## config.mk

```make
export PLATFORM = sky130hd
export DESIGN_NAME = pipe_hazard_ctrl_flat
export DESIGN_NICKNAME = d
export VERILOG_FILES = /design/src/rtl/pipe_hazard_ctrl_pkg.sv /design/src/rtl/pipe_hazard_ctrl_if.sv /design/src/rtl/pipe_hazard_ctrl_sat_counter.sv /design/src/rtl/pipe_hazard_ctrl.sv /design/src/flat_wrapper.sv
export SDC_FILE = /design/constraint.sdc
export NUM_CORES = 1
export LEC_CHECK = 0
export ABC_AREA = 1
export CORE_MARGIN = 8
export CORE_UTILIZATION = 51
export CTS_BUF_LIST = sky130_fd_sc_hd__clkbuf_16
export CTS_CLUSTER_SIZE = 12
export DETAILED_ROUTE_END_ITERATION = 6
export PLACE_DENSITY = 0.86
export RECOVER_POWER = 100
export SYNTH_ARGS = -nofsm -noshare
export SYNTH_HDL_FRONTEND = slang
export SYNTH_SLANG_ARGS = --single-unit
```

## constraint.sdc

```tcl
create_clock -name clk_i -period 2.1 [get_ports clk_i]
set_clock_uncertainty 0.15 [all_clocks]
set_input_delay 0.21 -clock clk_i [delete_from_list [all_inputs] [get_ports clk_i]]
set_output_delay 0.21 -clock clk_i [all_outputs]
set_load 0.02 [all_outputs]
```

## src/rtl/pipe_hazard_ctrl_pkg.sv

```systemverilog
// Shared pipeline definitions for the hazard/stall scheduler.
// Contents: scheduler state encoding, register-address width, and the
// control-bundle constants (NOP/bubble and the fixed hold patterns).
package pipe_hazard_ctrl_pkg;

    localparam int REG_AW = 5;

    typedef enum logic [2:0] {
        ST_IDLE    = 3'd0,
        ST_BOOT    = 3'd1,
        ST_RUN     = 3'd2,
        ST_MEMWAIT = 3'd3,
        ST_FAULT   = 3'd4
    } state_t;

    typedef struct packed {
        logic pc_hold;
        logic ifid_hold;
        logic ifid_flush;
        logic idex_bubble;
        logic exmem_hold;
        logic memwb_bubble;
    } ctrl_t;

    // Nothing held, nothing bubbled: the pipeline advances freely.
    localparam ctrl_t CTRL_NOP = '0;

    // Fetch blocked: PC frozen and IF/ID fed with NOPs (IDLE and BOOT).
    localparam ctrl_t CTRL_FETCH_OFF = '{pc_hold: 1'b1, ifid_hold: 1'b0, ifid_flush: 1'b1,
                                         idex_bubble: 1'b0, exmem_hold: 1'b0, memwb_bubble: 1'b0};

    // Load-use: freeze the front end, inject one bubble into EX.
    localparam ctrl_t CTRL_LOAD_USE = '{pc_hold: 1'b1, ifid_hold: 1'b1, ifid_flush: 1'b0,
                                        idex_bubble: 1'b1, exmem_hold: 1'b0, memwb_bubble: 1'b0};

    // Memory wait / fault: everything up to MEM frozen, WB receives bubbles.
    localparam ctrl_t CTRL_MEM_HOLD = '{pc_hold: 1'b1, ifid_hold: 1'b1, ifid_flush: 1'b0,
                                        idex_bubble: 1'b0, exmem_hold: 1'b1, memwb_bubble: 1'b1};

    // Taken branch/jump: squash the wrong-path fetch in IF/ID only.
    localparam ctrl_t CTRL_FLUSH = '{pc_hold: 1'b0, ifid_hold: 1'b0, ifid_flush: 1'b1,
                                     idex_bubble: 1'b0, exmem_hold: 1'b0, memwb_bubble: 1'b0};

endpackage

```

## src/rtl/pipe_hazard_ctrl_if.sv

```systemverilog
// Hazard-controller bus: pipeline status in, stall/flush controls and
// status/performance counters out.
// Modports: master = pipeline/top side (drives *_i), slave = controller.
interface pipe_hazard_ctrl_if #(
    parameter int CNT_W = 16
);
    import pipe_hazard_ctrl_pkg::*;

    logic              start_i;
    logic              idex_memread_i;
    logic [REG_AW-1:0] idex_rt_i;
    logic [REG_AW-1:0] ifid_rs_i;
    logic [REG_AW-1:0] ifid_rt_i;
    logic              ifid_use_rt_i;
    logic              branch_taken_i;
    logic              jump_i;
    logic              dmem_req_i;
    logic              dmem_ack_i;
    logic              pc_hold_o;
    logic              ifid_hold_o;
    logic              ifid_flush_o;
    logic              idex_bubble_o;
    logic              exmem_hold_o;
    logic              memwb_bubble_o;
    logic              running_o;
    logic              fault_o;
    logic [CNT_W-1:0]  stall_cnt_o;
    logic [CNT_W-1:0]  flush_cnt_o;

    modport master (
        output start_i, idex_memread_i, idex_rt_i, ifid_rs_i, ifid_rt_i, ifid_use_rt_i,
               branch_taken_i, jump_i, dmem_req_i, dmem_ack_i,
        input  pc_hold_o, ifid_hold_o, ifid_flush_o, idex_bubble_o, exmem_hold_o,
               memwb_bubble_o, running_o, fault_o, stall_cnt_o, flush_cnt_o
    );

    modport slave (
        input  start_i, idex_memread_i, idex_rt_i, ifid_rs_i, ifid_rt_i, ifid_use_rt_i,
               branch_taken_i, jump_i, dmem_req_i, dmem_ack_i,
        output pc_hold_o, ifid_hold_o, ifid_flush_o, idex_bubble_o, exmem_hold_o,
               memwb_bubble_o, running_o, fault_o, stall_cnt_o, flush_cnt_o
    );

endinterface

```

## src/rtl/pipe_hazard_ctrl_sat_counter.sv

```systemverilog
// Saturating up-counter: counts cycles with inc_i=1, sticks at all-ones.
// Ports: clk_i, rst_i (async, active-high, clears to 0), inc_i, cnt_o[W].
module sat_counter #(
    parameter int W = 16
) (
    input  logic         clk_i,
    input  logic         rst_i,
    input  logic         inc_i,
    output logic [W-1:0] cnt_o
);

    always_ff @(posedge clk_i or posedge rst_i) begin
        if (rst_i) begin
            cnt_o <= '0;
        end else if (inc_i && (cnt_o != {W{1'b1}})) begin
            cnt_o <= cnt_o + W'(1);
        end
    end

endmodule

```

## src/rtl/pipe_hazard_ctrl.sv

```systemverilog
// Central stall/flush scheduler for the 5-stage pipeline.
// Arbitrates boot, memory wait, load-use and branch/jump flush; keeps a
// sticky memory-timeout fault and saturating stall/flush counters.
// Ports: clk_i, rst_i (async, active-high), bus (pipe_hazard_ctrl_if.slave).
// Control outputs are combinational from state + inputs for same-cycle stall.
module pipe_hazard_ctrl
    import pipe_hazard_ctrl_pkg::*;
#(
    parameter int BOOT_CYCLES = 2,
    parameter int MEM_TIMEOUT = 255,
    parameter int CNT_W       = 16
) (
    input logic               clk_i,
    input logic               rst_i,
    pipe_hazard_ctrl_if.slave bus
);

    localparam int BOOT_W = (BOOT_CYCLES > 1) ? $clog2(BOOT_CYCLES) : 1;
    localparam int TMO_W  = $clog2(MEM_TIMEOUT + 1);
    localparam logic [BOOT_W-1:0] BOOT_LOAD = BOOT_W'(BOOT_CYCLES - 1);
    localparam logic [TMO_W-1:0]  TMO_LIMIT = TMO_W'(MEM_TIMEOUT);

    state_t            state_q, state_d;
    logic [BOOT_W-1:0] boot_q, boot_d;
    logic [TMO_W-1:0]  tmo_q, tmo_d;
    ctrl_t             ctrl;
    logic              load_use;
    logic              mem_stall;
    logic              stall_inc;
    logic              flush_inc;
    logic [CNT_W-1:0]  stall_cnt;
    logic [CNT_W-1:0]  flush_cnt;

    // $0 is hardwired zero, so a load into it never creates a dependency.
    assign load_use = bus.idex_memread_i && (bus.idex_rt_i != '0) &&
                      ((bus.idex_rt_i == bus.ifid_rs_i) ||
                       (bus.ifid_use_rt_i && (bus.idex_rt_i == bus.ifid_rt_i)));
    assign mem_stall = bus.dmem_req_i && !bus.dmem_ack_i;

    always_ff @(posedge clk_i or posedge rst_i) begin
        if (rst_i) begin
            state_q <= ST_IDLE;
            boot_q  <= '0;
            tmo_q   <= '0;
        end else begin
            state_q <= state_d;
            boot_q  <= boot_d;
            tmo_q   <= tmo_d;
        end
    end

    always_comb begin
        state_d = state_q;
        boot_d  = boot_q;
        tmo_d   = tmo_q;
        ctrl    = CTRL_NOP;
        unique case (state_q)
            ST_IDLE: begin
                ctrl = CTRL_FETCH_OFF;
                if (bus.start_i) begin
                    state_d = ST_BOOT;
                    boot_d  = BOOT_LOAD;
                end
            end
            ST_BOOT: begin
                ctrl = CTRL_FETCH_OFF;
                if (!bus.start_i) begin
                    state_d = ST_IDLE;
                end else if (boot_q == '0) begin
                    state_d = ST_RUN;
                end else begin
                    boot_d = boot_q - BOOT_W'(1);
                end
            end
            ST_RUN: begin
                // A branch colliding with a load-use stall is dropped here;
                // ID still holds it and resolves it again next cycle.
                if (mem_stall) begin
                    ctrl    = CTRL_MEM_HOLD;
                    state_d = ST_MEMWAIT;
                    tmo_d   = TMO_W'(1);
                end else if (load_use) begin
                    ctrl = CTRL_LOAD_USE;
                end else if (bus.branch_taken_i || bus.jump_i) begin
                    ctrl = CTRL_FLUSH;
                end
                if (!bus.start_i) begin
                    state_d = ST_IDLE;
                end
            end
            ST_MEMWAIT: begin
                // Ack is checked before the limit so a late ack still wins.
                if (bus.dmem_ack_i) begin
                    state_d = bus.start_i ? ST_RUN : ST_IDLE;
                end else begin
                    ctrl = CTRL_MEM_HOLD;
                    if (tmo_q == TMO_LIMIT) begin
                        state_d = ST_FAULT;
                    end else begin
                        tmo_d = tmo_q + TMO_W'(1);
                    end
                end
            end
            ST_FAULT: begin
                ctrl = CTRL_MEM_HOLD;
            end
            default: begin
                state_d = ST_IDLE;
            end
        endcase
    end

    assign stall_inc = ctrl.pc_hold && ((state_q == ST_RUN) || (state_q == ST_MEMWAIT));
    assign flush_inc = ctrl.ifid_flush && (state_q == ST_RUN);

    sat_counter #(.W(CNT_W)) u_stall_cnt (
        .clk_i (clk_i),
        .rst_i (rst_i),
        .inc_i (stall_inc),
        .cnt_o (stall_cnt)
    );

    sat_counter #(.W(CNT_W)) u_flush_cnt (
        .clk_i (clk_i),
        .rst_i (rst_i),
        .inc_i (flush_inc),
        .cnt_o (flush_cnt)
    );

    assign bus.pc_hold_o      = ctrl.pc_hold;
    assign bus.ifid_hold_o    = ctrl.ifid_hold;
    assign bus.ifid_flush_o   = ctrl.ifid_flush;
    assign bus.idex_bubble_o  = ctrl.idex_bubble;
    assign bus.exmem_hold_o   = ctrl.exmem_hold;
    assign bus.memwb_bubble_o = ctrl.memwb_bubble;
    assign bus.running_o      = (state_q == ST_RUN);
    assign bus.fault_o        = (state_q == ST_FAULT);
    assign bus.stall_cnt_o    = stall_cnt;
    assign bus.flush_cnt_o    = flush_cnt;

endmodule

```

## src/flat_wrapper.sv

```systemverilog
// flat-port wrapper written by rule: the top's interface ports become plain ports
module pipe_hazard_ctrl_flat import pipe_hazard_ctrl_pkg::*;
#(
    parameter int BOOT_CYCLES = 2,
    parameter int MEM_TIMEOUT = 255,
    parameter int CNT_W       = 16
)
  (clk_i, rst_i, bus_start_i, bus_idex_memread_i, bus_idex_rt_i, bus_ifid_rs_i, bus_ifid_rt_i, bus_ifid_use_rt_i, bus_branch_taken_i, bus_jump_i, bus_dmem_req_i, bus_dmem_ack_i, bus_pc_hold_o, bus_ifid_hold_o, bus_ifid_flush_o, bus_idex_bubble_o, bus_exmem_hold_o, bus_memwb_bubble_o, bus_running_o, bus_fault_o, bus_stall_cnt_o, bus_flush_cnt_o);
  pipe_hazard_ctrl_if #(.CNT_W(CNT_W)) bus_i ();
  input logic clk_i;
  input logic rst_i;
  input wire logic [$bits(bus_i.start_i)-1:0] bus_start_i;
  input wire logic [$bits(bus_i.idex_memread_i)-1:0] bus_idex_memread_i;
  input wire logic [$bits(bus_i.idex_rt_i)-1:0] bus_idex_rt_i;
  input wire logic [$bits(bus_i.ifid_rs_i)-1:0] bus_ifid_rs_i;
  input wire logic [$bits(bus_i.ifid_rt_i)-1:0] bus_ifid_rt_i;
  input wire logic [$bits(bus_i.ifid_use_rt_i)-1:0] bus_ifid_use_rt_i;
  input wire logic [$bits(bus_i.branch_taken_i)-1:0] bus_branch_taken_i;
  input wire logic [$bits(bus_i.jump_i)-1:0] bus_jump_i;
  input wire logic [$bits(bus_i.dmem_req_i)-1:0] bus_dmem_req_i;
  input wire logic [$bits(bus_i.dmem_ack_i)-1:0] bus_dmem_ack_i;
  output wire logic [$bits(bus_i.pc_hold_o)-1:0] bus_pc_hold_o;
  output wire logic [$bits(bus_i.ifid_hold_o)-1:0] bus_ifid_hold_o;
  output wire logic [$bits(bus_i.ifid_flush_o)-1:0] bus_ifid_flush_o;
  output wire logic [$bits(bus_i.idex_bubble_o)-1:0] bus_idex_bubble_o;
  output wire logic [$bits(bus_i.exmem_hold_o)-1:0] bus_exmem_hold_o;
  output wire logic [$bits(bus_i.memwb_bubble_o)-1:0] bus_memwb_bubble_o;
  output wire logic [$bits(bus_i.running_o)-1:0] bus_running_o;
  output wire logic [$bits(bus_i.fault_o)-1:0] bus_fault_o;
  output wire logic [$bits(bus_i.stall_cnt_o)-1:0] bus_stall_cnt_o;
  output wire logic [$bits(bus_i.flush_cnt_o)-1:0] bus_flush_cnt_o;
  assign bus_i.start_i = bus_start_i;
  assign bus_i.idex_memread_i = bus_idex_memread_i;
  assign bus_i.idex_rt_i = bus_idex_rt_i;
  assign bus_i.ifid_rs_i = bus_ifid_rs_i;
  assign bus_i.ifid_rt_i = bus_ifid_rt_i;
  assign bus_i.ifid_use_rt_i = bus_ifid_use_rt_i;
  assign bus_i.branch_taken_i = bus_branch_taken_i;
  assign bus_i.jump_i = bus_jump_i;
  assign bus_i.dmem_req_i = bus_dmem_req_i;
  assign bus_i.dmem_ack_i = bus_dmem_ack_i;
  assign bus_pc_hold_o = bus_i.pc_hold_o;
  assign bus_ifid_hold_o = bus_i.ifid_hold_o;
  assign bus_ifid_flush_o = bus_i.ifid_flush_o;
  assign bus_idex_bubble_o = bus_i.idex_bubble_o;
  assign bus_exmem_hold_o = bus_i.exmem_hold_o;
  assign bus_memwb_bubble_o = bus_i.memwb_bubble_o;
  assign bus_running_o = bus_i.running_o;
  assign bus_fault_o = bus_i.fault_o;
  assign bus_stall_cnt_o = bus_i.stall_cnt_o;
  assign bus_flush_cnt_o = bus_i.flush_cnt_o;
  pipe_hazard_ctrl #(.BOOT_CYCLES(BOOT_CYCLES), .MEM_TIMEOUT(MEM_TIMEOUT), .CNT_W(CNT_W)) u_core (.clk_i(clk_i), .rst_i(rst_i), .bus(bus_i));
endmodule
```

# == Yosys cells after proc, flatten, opt, wreduce, memory -nomap -nowiden ==
# Cells that the tools add are included.
# word_totals
out_inout_bits,40
word_cells,69
inputBits,24
ff_bits,44
# classes
bitwise,1
n_eq_ne,17
reduce_logical,20
muxes,22
add_sub_neg,4
# ops
op,n
$add A16 B1 Y16 const B,2
$ne A16 B16 Y1 const B,2
$mux W8,3
$pmux W6 S4,1
$mux W3,7
$mux W6,3
$pmux W8 S2,1
$pmux W3 S5,1
$eq A5 B5 Y1,2
$add A8 B1 Y8 const B,1
$eq A8 B8 Y1 const B,1
$logic_and A1 B1 Y1,8
$ne A2 B2 Y1 const B,4
$eq A3 B2 Y1 const B,2
$ne A3 B2 Y1 const B,2
$reduce_and A5 Y1,1
$reduce_bool A5 Y1,1
$mux W4,1
$reduce_and A4 Y1,1
$reduce_bool A2 Y1,2
$eq A3 B1 Y1 const B,1
$eq A3 B3 Y1 const B,1
$logic_not A3 Y1,1
$logic_or A1 B1 Y1,3
other kinds (10),12

# == Depth between registers and ports, before layout ==
# Gate-level depths: netlist (run 1).
# logic_depth
word_depth,9
depth_mapped,12
ltp_nobuf,12

# == Modules after synthesis ==
# A second synthesis (run 1) with hierarchy kept.
# hier_totals
hier_cells,467
area_unflattened_um2,3190.6
# by_module_without_submodules
mod,area_per_inst_um2,n_inst,cells_each
sat_counter,1069.8,2,150
pipe_hazard_ctrl,1051.0,1,167

# == Worst setup path before layout (run 1) ==
# OpenSTA, ideal clock, no wires.
# synth_timing
path_kind,flip-flop to output port
from,register u_core.state_q[2]
to,output bus_ifid_flush_o
arrival_time_ns,1.488
path_stages_with_launch,10
n_path_buf,1
slack_ns,0.252
required_ns,1.740
cell_sequence,dfrtp_1 inv_2 nand2_4 nor2_4 inv_2 nor3_2 a21boi_2 buf_4 inv_1 nand2_1
# synth_rtl
item,line,rtl
start: declaration,pipe_hazard_ctrl.sv:23,"state_t state_q, state_d;"
start signal: assignment,pipe_hazard_ctrl.sv:46,state_q <= state_d;
$eq A3 B2 Y1,n/a,
named net bus_running_o,flat_wrapper.sv:28,output wire logic [$bits(bus_i.running_o)-1:0] bus_running_o;
$pmux W6 S4,pipe_hazard_ctrl.sv:57,unique case (state_q)
end: declaration,flat_wrapper.sv:24,output wire logic [$bits(bus_i.ifid_flush_o)-1:0] bus_ifid_flush_o;
# The timed path passes the listed nets, and every way through them passes these cells.

# == Worst setup path after layout (run 1) ==
# layout_timing
from,register u_core.state_q[2]
to,output bus_running_o
# layout_via
elab_chain_len,1
# layout_lines
item,line,rtl
$eq A3 B2 Y1,pipe_hazard_ctrl.sv:136,assign bus.running_o = (state_q == ST_RUN);
end: declaration,flat_wrapper.sv:28,
# No other way between the ends.

==> results of run 1 <==
==> per-layer routing <==
layer	track usage	vias to the layer above	share of wire	routed length, um
met5	0	-	0	0
li1	-	1493	-	-
met4	0.0671	0	0.027	218
met2	0.338	128	0.50	4130
met3	0.0526	29	0.065	530
met1	0.218	1420	0.41	3340
==> cells in the mapped netlist, drive strengths merged <==
master | n | area share
a211oi | 2 | 0.0067
xor2 | 20 | 0.059
o211ai | 1 | 0.0025
nand3 | 38 | 0.067
nand2 | 124 | 0.16
nand3b | 1 | 0.0025
a21boi | 1 | 0.0038
ha | 3 | 0.013
clkinv | 1 | 0.0013
a31oi | 1 | 0.0021
o21ai | 15 | 0.025
xnor2 | 8 | 0.024
o21bai | 1 | 0.0038
buf | 9 | 0.021
and2 | 1 | 0.0021
dfrtp | 44 | 0.37
nor2 | 49 | 0.074
nand4 | 25 | 0.053
clkbuf | 2 | 0.0025
nor3 | 12 | 0.029
o31ai | 1 | 0.0025
a21oi | 3 | 0.0050
inv | 54 | 0.068
==> worst min-delay path by stage <==
stage / start / endpoint / slack [ns] / cells past startpoint
after floorplan: bus_start_i / u_core.boot_q / 0.26 / 3
after global placement: u_core.u_stall_cnt.cnt_o[15] / u_core.u_stall_cnt.cnt_o[15] / 0.34 / 2
after detailed placement: u_core.tmo_q[6] / u_core.tmo_q[6] / 0.35 / 2
after CTS: rst_i / u_core.u_flush_cnt.cnt_o[13] / 0.25 / 3
after global routing: u_core.tmo_q[6] / u_core.tmo_q[6] / 0.39 / 2
final: u_core.tmo_q[6] / u_core.tmo_q[6] / 0.36 / 2
==> power breakdown <==
part,switching (mW),internal (mW)
combinational,0.770,0.497
sequential,0.152,0.980
clock,0.337,0.442
total,1.26,1.92
==> logic make-up (layout without fill, tap and decap cells) <==
logic type | count (synthesis) | in the layout
xor gates and xnor gates | 28 | 28
and+or+nand+nor | 250 | 250
adders and majority gates | 3 | 3
buffers and inverters | 66 | 151
DFF | 44 | 44
AOI/OAI and AO/OA | 25 | 25
==> per-stage QoR <==
stage / setup WS, ns / setup TNS (ns) / cell area (sq um) / total power, mW / utilization
2_1_floorplan: 0.252 / 0 / 2980 / 1.91 / -
3_3_place_gp: -0.301 / -2.97 / 3820 / 2.42 / 0.661
3_5_place_dp: -0.359 / -4.46 / 3820 / 2.48 / 0.661
4_1_cts: 0.000415 / 0 / 3980 / 3.24 / 0.688
5_1_grt: 0.00973 / 0 / 3940 / 3.37 / 0.682
6_report: 0.0810 / 0 / 3940 / 3.18 / 0.682
==> flip-flops by register name, indices dropped and copies added (netlist names) <==
| name | count |
|---|---|
| u_core.boot_q | 1 |
| u_core.state_q | 3 |
| u_core.tmo_q | 8 |
| u_core.u_flush_cnt.cnt_o | 16 |
| u_core.u_stall_cnt.cnt_o | 16 |
==> area by class of cell <==
class	count	share of cell area
tap	75	0.0238
multi-input combinational	306	0.405
clock inverter	3	0.00603
sequential	44	0.280
inverter	55	0.0524
timing repair buffer	88	0.202
clock buffer	5	0.0317
==> worst max-delay path, cell delays in order (launching register included) <==
cell and delay (ns):
dfrtp_1 0.39, inv_2 0.08, nand2_4 0.07, nor2_4 0.09
buf_4 0.13, clkdlybuf4s50_1 0.62
==> timing repair <==
item / 4_1_cts / 5_1_grt
gates cloned: 0 / 0
endpoints found under the setup margin: 7 / 21
endpoints found under the hold margin: 0 / 0
pin swaps: 0 / 0
setup buffers: 0 / 1
resized for setup: 19 / 10
==> summary.md, run 1 <==
| Metric | Value |
|---|---|
| Setup violations, final | 0 |
| Period minus WS final | 2.02 ns |
| DR iter-0 viols | 190 |
| Critical path peak fanout | 3 |
| Vias per Instance | 5.33 |
| Die Ht | 92.4 um |
| Crit path from | u_core.state_q[2] |
| CP startpoint kind | register |
| Initial core utilization | 0.515 |
| XOR/XNOR Fraction of Synth Area | 0.0824 |
| Max Freq | 0.495 GHz |
| Dpl cells | 567 |
| IO buf count | 63 |
| Status | complete, no violations |
| Pins Over Slew Limit | 0 |
| Number of remaining DRC errors | 0 |
| Worst Path Required | 1.74 ns |
| Commonest non-fill, non-tap cells in the layout | nand2_1 (120), inv_1 (45), nor2_1 (45), dfrtp_1 (43), nand3_1 (36) |
| Register bit total from synthesis | 44 |
| Slew margin rel. | 0.275 |
| Vias in the first global route | 3074 |
| CTS tree | built |
| Clock root buffer | clkbuf_16 |
| CP arrival | 1.66 ns |
| Simple-Gate Fraction of Synth Area | 0.390 |
| Antenna-violating nets left | 0 |
| RSZ-0062 raised after global routing | no |
| GPL Wtd Cong | 1.00 |
| Yosys warning total | 0 |
| Peak VDD IR | 0.597 mV |
| Skew-Pair Late Insertion Delay | a little under 0.3 ns |
| Number of max-cap violations | 0 |
| Reg2reg end | u_core.u_stall_cnt.cnt_o[15] |
| Ratio of cells with drive above 1 in the final layout | 0.128 |
| P&R area growth vs syn | 32.4% |
| IO Count | 64 |
| Tot GR Track Use | 0.192 |
| Worst R2R Setup Slack | 0.15 ns |
| First-pass DRT Iterations | 6 |
| Worst hold slack | 0.357 ns |
| # nets final | 527 |
| Total grt overflow | 0 |
| Initial antenna violation count | 0 |
| Area occupied by multi-input gates | between 0.0015 and 0.002 sq mm |
| PwrDens | 806 mW/mm^2 |
| DR vias | 3070 |
| HP Class | register to register |
| DP HPWL | 6260 um |
| H-tree depth | 2 |
| Core Region | between 0.005 and 0.006 sq mm |
| Final wirelength | a little over 8000 um |
| Post-Syn Instances | roughly 420 |
| Leakage | 1.99 nW |
| Die ar. | 0.00854 sq mm |
| Distinct cell type count after synthesis | 36 |
| CTS Buf Count | 5 |
| Reg-to-Reg Start | u_core.state_q[0] |
| Drt wl/cell | 14.3 um |
| Sequential share of the synthesized area | 0.370 |
| # hold bufs at CTS | 0 |
| CTS sink count | 44 |
| Hold Vio Cnt, Final | 0 |
| Syn avg cell area | 7.16 sq um |
| Fraction of synthesized area in multiplexers | 0 |
| Reg clk slew, reported paths | 0.06 ns |
| Largest family of logic cells by synthesized area | simple AND/OR/NAND/NOR gates |
| CP Class | register to primary output |
| Number of diodes | 0 |
| Crit path to | bus_running_o |
| Largest net degree at the start of global routing | 45 |
| FF-to-FF path depth | 10 |
| Tcrit/Tclk final | 0.961 |
| Post-Syn Area | 0.00298 sq mm |
| Die X | a little over 90 um |
| Fill cells | approximately 460 |
| Syn_nets | between 400 and 500 |
| Slew of the pin with the lowest slew margin | 1.09 ns |
| FF+latch area | 0.00110 sq mm |
| Non-filler cells, final | ~580 |
| Area share of fa/ha/maj cells after synthesis | 0.0126 |
| Clk buf depth | 2 |
| Commonest non-fill, non-tap cell in the layout | nand2_1 |
| Compound-Gate Fraction of Synth Area | 0.0517 |
| Placement row count | 28 |
| CP endpoint kind | primary output |
| First-pass GRT wire length | 13700 um |
Note: power is estimated with default switching activity, not from simulation.
==> run 2: changes to the inputs <==
- ABC_CLOCK_PERIOD_IN_PS: default -> 2100
==> results of run 2 <==
The final DEF is identical to that of run 1; final timing and power are the same.
